<file path="config.mk">
export PLATFORM = sky130hd
export DESIGN_NAME = div_ctrl
export DESIGN_NICKNAME = d
export VERILOG_FILES = /design/src/rtl/div_ctrl.sv
export SDC_FILE = /design/constraint.sdc
export NUM_CORES = 1
export LEC_CHECK = 0
export ABC_AREA = 1
export CORE_MARGIN = 2
export CORE_UTILIZATION = 35
export DETAILED_ROUTE_END_ITERATION = 8
export GPL_TIMING_DRIVEN = 1
export MAX_ROUTING_LAYER = met4
export PLACE_DENSITY = 0.77
export SLEW_MARGIN = 0
export SYNTH_ARGS = -nofsm -noshare
export SYNTH_HDL_FRONTEND = slang
export SYNTH_SLANG_ARGS = --single-unit
</file>
<file path="constraint.sdc">
create_clock -name clk -period 1.35 [get_ports clk]
set_input_delay 0.27 -clock clk [delete_from_list [all_inputs] [get_ports clk]]
set_output_delay 0.27 -clock clk [all_outputs]
set_load 0.05 [all_outputs]
</file>
<file path="src/rtl/div_ctrl.sv">
// div_ctrl: sequencing controller for the 33-step signed divider.
// Owns Hi/Lo. Optional macro: DIV_CTRL_ZERO_BYPASS_EN (skip divider on /0).
module div_ctrl #(
    parameter int DIV_CYCLES = 33
) (
    input  logic        clk,
    input  logic        reset,
    input  logic        op_req,
    input  logic [31:0] op_a,
    input  logic [31:0] op_b,
    input  logic        hi_wr,
    input  logic        lo_wr,
    input  logic [31:0] wr_data,
    output logic        busy,
    output logic        done,
    output logic        div_zero_exc,
    output logic [31:0] hi,
    output logic [31:0] lo,
    output logic        div_start,
    output logic [31:0] div_dividend,
    output logic [31:0] div_divisor,
    input  logic [31:0] div_hi,
    input  logic [31:0] div_lo,
    input  logic        div_divzero
);

    typedef enum logic [1:0] {
        IDLE    = 2'd0,
        START   = 2'd1,
        RUN     = 2'd2,
        CAPTURE = 2'd3
    } state_t;

    localparam logic [5:0] CNT_LOAD = 6'(DIV_CYCLES);

    state_t      state;
    state_t      state_d;
    logic [5:0]  cnt;
    logic [5:0]  cnt_d;
    logic [31:0] opa_q;
    logic [31:0] opa_d;
    logic [31:0] opb_q;
    logic [31:0] opb_d;
    logic [31:0] hi_q;
    logic [31:0] hi_d;
    logic [31:0] lo_q;
    logic [31:0] lo_d;
    logic        done_q;
    logic        done_d;
    logic        exc_q;
    logic        exc_d;

    // State, counter, held operands, Hi/Lo and pulse registers.
    always_ff @(posedge clk) begin
        if (reset) begin
            state  <= IDLE;
            cnt    <= '0;
            opa_q  <= '0;
            opb_q  <= '0;
            hi_q   <= '0;
            lo_q   <= '0;
            done_q <= 1'b0;
            exc_q  <= 1'b0;
        end else begin
            state  <= state_d;
            cnt    <= cnt_d;
            opa_q  <= opa_d;
            opb_q  <= opb_d;
            hi_q   <= hi_d;
            lo_q   <= lo_d;
            done_q <= done_d;
            exc_q  <= exc_d;
        end
    end

    // Next-state and register updates; pulses default low each cycle.
    always_comb begin
        state_d = state;
        cnt_d   = cnt;
        opa_d   = opa_q;
        opb_d   = opb_q;
        hi_d    = hi_q;
        lo_d    = lo_q;
        done_d  = 1'b0;
        exc_d   = 1'b0;
        unique case (state)
            IDLE: begin
                // MTHI/MTLO only land while no division is in flight.
                if (hi_wr) begin
                    hi_d = wr_data;
                end
                if (lo_wr) begin
                    lo_d = wr_data;
                end
                if (op_req) begin
`ifdef DIV_CTRL_ZERO_BYPASS_EN
                    if (op_b == 32'd0) begin
                        exc_d = 1'b1;
                    end else begin
                        opa_d   = op_a;
                        opb_d   = op_b;
                        state_d = START;
                    end
`else
                    opa_d   = op_a;
                    opb_d   = op_b;
                    state_d = START;
`endif
                end
            end
            START: begin
                cnt_d   = CNT_LOAD;
                state_d = RUN;
            end
            RUN: begin
`ifndef DIV_CTRL_ZERO_BYPASS_EN
                // The divider's zero flag is only meaningful right after start.
                if ((cnt == CNT_LOAD) && div_divzero) begin
                    cnt_d   = '0;
                    exc_d   = 1'b1;
                    state_d = IDLE;
                end else begin
                    cnt_d = cnt - 6'd1;
                    if (cnt == 6'd1) begin
                        state_d = CAPTURE;
                    end
                end
`else
                cnt_d = cnt - 6'd1;
                if (cnt == 6'd1) begin
                    state_d = CAPTURE;
                end
`endif
            end
            CAPTURE: begin
                hi_d    = div_hi;
                lo_d    = div_lo;
                done_d  = 1'b1;
                state_d = IDLE;
            end
            default: begin
                state_d = IDLE;
            end
        endcase
    end

    assign busy         = (state != IDLE);
    assign div_start    = (state == START);
    assign done         = done_q;
    assign div_zero_exc = exc_q;
    assign hi           = hi_q;
    assign lo           = lo_q;
    assign div_dividend = opa_q;
    assign div_divisor  = opb_q;

endmodule

</file>
* Word level (Yosys, flattened, before mapping)
Index checks and enable logic that the tools add are counted.
Word-level totals: bits in registers 138, bits of input ports 166, output and inout bits 132, logic and storage cells 41
Operators by class: $add $sub $neg 1, equal/unequal tests 9, mux-type cells 12, bitwise logic cells 1, reductions and logical operators 10
Operators with widths (count):
- $pmux W32 S2 | 2
- $mux W32 | 2
- $pmux W6 S2 | 1
- $pmux W2 S4 | 1
- $reduce_and A2 Y1 | 4
- $eq A6 B1 Y1 const B | 1
- $eq A6 B6 Y1 const B | 1
- $mux W2 | 3
- $mux W6 | 1
- $ne A2 B2 Y1 const B | 3
- $reduce_bool A2 Y1 | 3
- $sub A6 B1 Y6 const B | 1
- $eq A2 B2 Y1 const B | 2
- $ne A3 B3 Y1 const B | 1
- $eq A2 B1 Y1 const B | 1
- $logic_not A2 Y1 | 1
- $mux W1 | 2
- $reduce_or A2 Y1 | 1
- $logic_and A1 B1 Y1 | 1
- $not A1 Y1 | 1

* Longest topological paths before layout
Gate-level depths: netlist (run 1).
depth in word-level cells 4, gate-level depth with buffers 9, depth with buffers taken out 9

* Least setup slack after synthesis (run 1)
Ideal clock, no wire load.
kind flip-flop to flip-flop, from reg state[0], to reg lo_q[3], in the netlist lo[3], setup time 74 ps, arrival time 1464 ps, data required time 1276 ps, slack -188 ps, stages on the path, launching flop included 9, buffers on the path 1, period minus slack after synthesis 1538 ps, path through dfxtp_1 > inv_1 > ha_1 > inv_2 > nand2_4 > nand2_4 > buf_6 > o21ai_0 > a31oi_1
On the way: word-level cells in the longest chain between the ends 3, elaborated cells between the ends (all ways) 6, classes of those cells eq/ne (2); mux (1); reduce/logical (3)
RTL lines:
- from (decl) | RTL line 36 | state_t state;
- from (signal assigned) | RTL line 65 | state <= state_d;
- $logic_not A2 Y1 or $eq A2 B2 Y1 (tied branches) | RTL line 86 | unique case (state)
- $ne A2 B2 Y1 (no line) or $reduce_bool A2 Y1 (tied branches)
- $reduce_and A2 Y1 (no line)
- to (signal assigned) | RTL line 70 | lo_q <= lo_d;
- to (decl) | RTL line 46 | logic [31:0] lo_q;
Parallel ways exist; a longest one is shown, timed or not. A chain may end at the register's enable or synchronous reset.

* Final worst setup path (run 1)
from reg state[0], to out busy
On the way: word-level cells in the longest chain between the ends 1
RTL lines:
- $reduce_bool A2 Y1 | RTL line 147 | assign busy = (state != IDLE);
- to (decl) | RTL line 14 | output logic busy,
No other way between the ends.

==> results of run 1 <==
==> worst reg2reg max path, stage by stage (launching register included) <==
cell	delay, ns
dfxtp_4	0.35
inv_4	0.06
ha_4	0.16
inv_6	0.03
buf_4	0.14
nand2_8	0.11
nand2_8	0.12
buf_12	0.16
clkbuf_16	0.15
a31oi_1	0.16
==> flip-flops by register name (all words and copies together), names as in the netlist <==
name          cells
div_zero_exc      1
state             2
lo               32
done              1
div_divisor      32
hi               32
div_dividend     32
cnt               6
==> metrics by stage <==
step                      setup slack (ns)  power, uW  setup TNS (ns)
after global routing                -0.224      22700          -17.70
after CTS                           -0.173      20900           -8.88
after global placement              -0.156      15400          -12.71
final                               -0.177      21900          -11.55
after detailed placement            -0.200      15600          -16.92
after floorplan                   0.000272      10500               0
==> cell usage after synthesis (all sizes together) <==
library cell    n  area share [%]
ha              7             1.6
a21oi           4            0.37
inv            15             1.1
a31oi          64             7.5
o21ai         131              12
dfxtp         138              52
buf            38             4.4
nor2          143              10
o21a            1            0.14
nand2         118             8.8
nand3           5            0.47
or2             1            0.12
nand3b          1            0.14
xor2            3            0.49
clkbuf         11            0.89
==> layer usage <==
layer	up-vias	GRT usage [%]
met5	-	-
met3	38	8.67
li1	2942	-
met1	2838	27.6
met2	327	42.4
met4	0	9.18
==> power groups by stage <==
stage | Combinational (uW) | Sequential [uW] | Clock [uW]
after global placement | 9530 | 5910 | 0
after CTS | 10200 | 5880 | 4840
after detailed placement | 9650 | 5940 | 0
after floorplan | 2300 | 8210 | 0
after global routing | 11600 | 6040 | 5080
final | 11100 | 5950 | 4800
==> layout make-up <==
cell class / instances / area share (%)
repair buffers: 354 / 44.9
clock buffers: 22 / 4.09
well taps: 188 / 2.07
clock inverters: 10 / 1.26
multi-input cells: 479 / 22.6
diodes: 1 / 0.0221
flip-flops and latches: 138 / 24.4
inverters: 15 / 0.640
==> timing repair <==
action | CTS | global route
hold endpoints to repair | 0 | 0
endpoints found under the setup margin | 124 | 135
buffers inserted | 4 | 5
hold buffers | 0 | 0
gates resized for setup | 50 | 110
cloned | 4 | 9
pin swaps | 2 | 4
==> path summary, 6_finish.rpt <==
path	start	end	slack (ns)	cells past startpoint
worst max-delay path	state[0]	busy	-0.18	5
worst min-delay path	div_hi[18]	hi[18]	0.42	3
worst max register to register	state[0]	hi[21]	-0.17	9
worst min register to register	div_divisor[30]	div_divisor[30]	0.52	2
==> logic make-up (layout without fill, tap and decap cells) <==
family          count (synthesis)  in the layout
fa+ha+maj                       7              7
simple gates                  268            269
buf+inv                        64            401
flops                         138            138
other cells                     0              1
compound gates                200            200
xor+xnor                        3              3
==> metrics.txt, run 1 <==
Final setup viols=123; RSZ-0062 raised after global routing=true; Initial Util=35.5%; family with the most delay on the worst path=flip-flops; total grt overflow=0; Sequential cell area=0.00277 mm2; DP Wirelength=14100 um; clock buffer depth=2; Core Footprint=0.0150 mm2; PwrDens=1930 mW/mm2; vias in the first global route=5922; P_leak=0.00455 uW; area of the die=0.0163 mm2; worst skew pair latency=0.41 ns; area of the multi-input gates=0.00256 mm2; WP buf/inv=4; Synth Net Count=853; commonest non-fill, non-tap cells in the layout=clkdlybuf4s50_1, buf_12, dfxtp_1; DR WL met3=2170 um; ordered list of cells on the worst path=inv_4 -> ha_4 -> inv_6 -> buf_6 -> buf_12; CP startpoint kind=flip-flop; Slew Viols, Final=0; initial antenna violation count=1; clk slew on worst S/H paths=0.06 ns; DR WL/cell=18.2 um; post-route cell area=0.0113 mm2; crit-path max cell delay=0.35 ns; WS Path Type=flip-flop to primary output; WL final=22000 um; maximum VDD drop=0.000955 V; Simple-Gate Fraction of Synth Area=19.5%; compound-gate portion of the synthesized area=20.3%; final critical-path required period=1.53 ns; M1 WL=8040 um; Synth Area per Inst=7.86 um2; Post-route DRC=0; I/O Pins=298; xor-xnor portion of the synthesized cell area=0.492%; first-pass GRT wire length=30900 um; maxcap violations=0; Post-Layout Cell Count=1207; utilization after layout=75.5%; share of cells above drive strength 1=26.7%; Worst-Margin Slew=0.255 ns; post-route setup slack=-0.177 ns; Root Buffer=clkbuf_16; Hold WC Path Type=input port to flip-flop; Total Routing Usage GR=25.2%; H-tree Lvls=4; CTS tree=done; gpl congestion=0.805; number of fill cells=948; Slew headroom=83.0%; largest net degree at the start of global routing=51; failing checks=negative setup slack; IO buf count=297; number of synthesized register bits=138; placed cell count=1152; CP Max Fanout=3; Worst Skew=0.0105 ns; clock network power share=22.0%; switching part of the total=38.9%; vias per cell=5.09; Pint=13400 uW; period utilisation layout=113%; routed wl met2=11300 um; Comb pwr share=50.8%; Sink Count=138; Post-DP Area=0.00998 mm2; total CTS buffers=17; synthesis-to-finish area growth=112%; Netlist cell types=23; die width=128 um; Crit path required time=1.08 ns; slowest cell on the critical path=dfxtp_4; synthesized cell area=0.00534 mm2; Syn Inst Count=680; Fmax achieved=655 MHz; initial DRC count=308; FP Rows=45; Layout Nets=1178; Arr. time, crit path=1.26 ns; post-synthesis mux area share=0%; critical path capture point type=primary output; die height=128 um; Final Hold Viols=0; Sequential Power Share=27.2%; switching pwr=8490 uW; final hold slack=0.424 ns; main combinational cell family by area after synthesis=compound AO/OA/AOI/OAI gates; commonest non-fill, non-tap cell in the layout=clkdlybuf4s50_1; register area share after synthesis=51.7%; DR top layer=met4; ANT nets after route=0; Ys Warns=0; Pre-antenna DRT Iters=4; outcome=finished, violations left; Synth Area in Adders=1.64%; vias post-DR=6145
No activity file was read; power rests on OpenSTA's default activity.
==> run 2: changes to the inputs <==
REMOVE_ABC_BUFFERS = 1   (was default)
==> run 2 against run 1 <==
Compared with the run above: the flow still finishes with violations (negative setup slack); combinational power grew 4%; sequential power up 0.7%; non-clock buffer count is 9 higher; first-iteration DRC count up 24%; design area increased by 5.0%; final cell count increased by 0.66%; flip-flop and latch count stayed put; register-to-register slack got worse by 0.11 ns; critical path type is now flip-flop to flip-flop; critical endpoint is now lo[29]; largest power group unchanged; highest routed layer unchanged.
==> metrics.txt, run 2 (same netlist as run 1, synthesis figures left out) <==
Hold WC Path Type=input port to flip-flop (unchanged); Fmax achieved=614 MHz (was 655 MHz); clock buffer depth=2 (unchanged); vias in the first global route=6305 (was 5922); Root Buffer=clkbuf_16 (unchanged); commonest non-fill, non-tap cell in the layout=clkdlybuf4s50_1 (unchanged); initial antenna violation count=0 (was 1); maxcap violations=0 (unchanged); area of the multi-input gates=0.00290 mm2 (was 0.00256 mm2); Total Routing Usage GR=27.3% (was 25.2%); vias post-DR=6400 (was 6145); WS Path Type=flip-flop to flip-flop (was flip-flop to primary output); gpl congestion=0.828 (was 0.805); RSZ-0062 raised after global routing=true (unchanged); initial DRC count=381 (was 308); post-route cell area=0.0119 mm2 (was 0.0113 mm2); Slew headroom=77.5% (was 83.0%); post-route setup slack=-0.279 ns (was -0.177 ns); Layout Nets=1187 (was 1178); routed wl met2=12400 um (was 11300 um); Pint=13100 uW (was 13400 uW); commonest non-fill, non-tap cells in the layout=clkdlybuf4s50_1, buf_12, dfxtp_1 (unchanged); Sequential cell area=0.00277 mm2 (about the same); DR WL met3=2120 um (was 2170 um); critical path capture point type=flip-flop (was primary output); switching part of the total=40.5% (was 38.9%); hold_sp=div_hi[25] (was div_hi[18]); share of cells above drive strength 1=34.9% (was 26.7%); Sink Count=138 (unchanged); Comb pwr share=52.2% (was 50.8%); CP dominant cell by count=nand2_8; slowest cell on the critical path=dfxtp_2 (was dfxtp_4); M1 WL=8620 um (was 8040 um); failing checks=negative setup slack (unchanged); Core Footprint=0.0150 mm2 (unchanged); synthesis-to-finish area growth=123% (was 112%); crit-path max cell delay=0.36 ns (was 0.35 ns); CTS Hold Bufs=0 (unchanged); die height=128 um (unchanged); Initial Util=35.5% (unchanged); clk slew on worst S/H paths=0.06 ns (about the same); Post-DP Area=0.00999 mm2 (was 0.00998 mm2); vias per cell=5.27 (was 5.09); Post-route DRC=0 (unchanged); area of the die=0.0163 mm2 (unchanged); switching pwr=8900 uW (was 8490 uW); outcome=finished, violations left (unchanged); DR WL/cell=19.7 um (was 18.2 um); final critical-path required period=1.63 ns (was 1.53 ns); period utilisation layout=121% (was 113%); total CTS buffers=17 (unchanged); utilization after layout=79.2% (was 75.5%); Sequential Power Share=27.3% (was 27.2%); ordered list of cells on the worst path=inv_2 -> ha_4 -> inv_4 -> buf_6 -> nand2_8 -> buf_12 -> nand2_8 -> buf_8 -> o21ai_2 -> a31oi_1 (was inv_4 -> ha_4 -> inv_6 -> buf_6 -> buf_12); Pre-antenna DRT Iters=4 (unchanged); IO buf count=297 (unchanged); I/O Pins=298 (unchanged); Arr. time, crit path=1.94 ns (was 1.26 ns); number of fill cells=819 (was 948); CP Max Fanout=6 (was 3); critical path startpoint=state[1] (was state[0]); Antenna diodes=0 (was 1); first-pass GRT wire length=33300 um (was 30900 um); Final setup viols=86 (was 123); FP Rows=45 (unchanged); total grt overflow=0 (unchanged); Slew Viols, Final=0 (unchanged); Crit path required time=1.67 ns (was 1.08 ns); die width=128 um (unchanged); Worst Skew=0.00908 ns (was 0.0105 ns); WL final=23900 um (was 22000 um); Worst-Margin Slew=0.338 ns (was 0.255 ns); P_leak=0.00469 uW (was 0.00455 uW); DR top layer=met4 (unchanged); largest net degree at the start of global routing=59 (was 51); clock network power share=20.5% (was 22.0%); worst skew pair latency=0.42 ns (was 0.41 ns); PwrDens=1840 mW/mm2 (was 1930 mW/mm2); DP Wirelength=13700 um (was 14100 um); Final Hold Viols=0 (unchanged); r2r startpoint=state[1] (was state[0]); CP startpoint kind=flip-flop (unchanged); ANT nets after route=0 (unchanged); maximum VDD drop=0.00108 V (was 0.000955 V); CTS tree=done (unchanged); H-tree Lvls=4 (unchanged)
run 2: cell count changes in the layout (fill, tap and decap cells not counted), sizes merged:
cell / delta
clkinv: -1
bufinv: -2
clkinvlp: +5
clkbuf: -5
buf: +14
bufbuf: -4
diode: -1
inv: +2
run 2: path summary, 6_finish.rpt:
check / to / slack [ns] / cells past startpoint
min reg2reg: div_divisor[5] / 0.52 / 2
min: hi[25] / 0.43 / 3
max reg2reg: lo[29] / -0.28 / 10
max: lo[29] / -0.28 / 10
run 2: per-stage QoR:
stage                     setup TNS, ns  cells  hold slack, ns  power (uW)  setup WS [ns]
final                             -9.90   1215           0.426       22000         -0.279
after global routing             -15.37   1215           0.432       22700         -0.304
after CTS                         -7.70   1211           0.400       21300         -0.201
after detailed placement         -12.04   1154           0.516       15600         -0.145
after global placement            -8.22   1154           0.510       15400         -0.104
after floorplan                 -137.65    631           0.339       10200          -1.46
run 2: power groups by stage:
stage | combinational [uW] | sequential (uW) | clock (uW)
2_1_floorplan | 1990 | 8210 | 0
3_3_place_gp | 9520 | 5900 | 0
3_5_place_dp | 9650 | 5930 | 0
4_1_cts | 10800 | 5920 | 4510
5_1_grt | 11900 | 6100 | 4710
6_report | 11500 | 5990 | 4490
run 2: final cells by class:
class / instances / share of cell area, %
inverter: 15 / 0.567
clock inverter: 14 / 1.03
timing repair buffer: 363 / 45.2
sequential: 138 / 23.2
tap: 188 / 1.97
multi-input combinational: 479 / 24.4
clock buffer: 18 / 3.69
run 2: timing repair:
action / CTS / global route
pin swaps: 12 / 20
endpoints found under the setup margin: 90 / 137
cloned: 14 / 3
buffers inserted: 11 / 4
resized for setup: 183 / 130
run 2: metal layers:
metal | GRT usage [%] | vias up
met5 | - | -
met4 | 12.0 | 0
met3 | 6.57 | 66
met2 | 47.0 | 350
met1 | 30.1 | 3024
li1 | - | 2960
run 2: worst max-delay path: cells and delay by family (launching register included):
kind,cells,cell delay [ns]
DFF,1,0.36
adders and majority gates,1,0.18
buffers and inverters,5,0.51
AOI/OAI and AO/OA,2,0.31
and+or+nand+nor,2,0.16
==> run 3: changes to the inputs <==
SLEW_MARGIN = default   (was 0)
==> results of run 3 <==
Same layout as run 2: the final DEF is identical, and so are final timing and power.
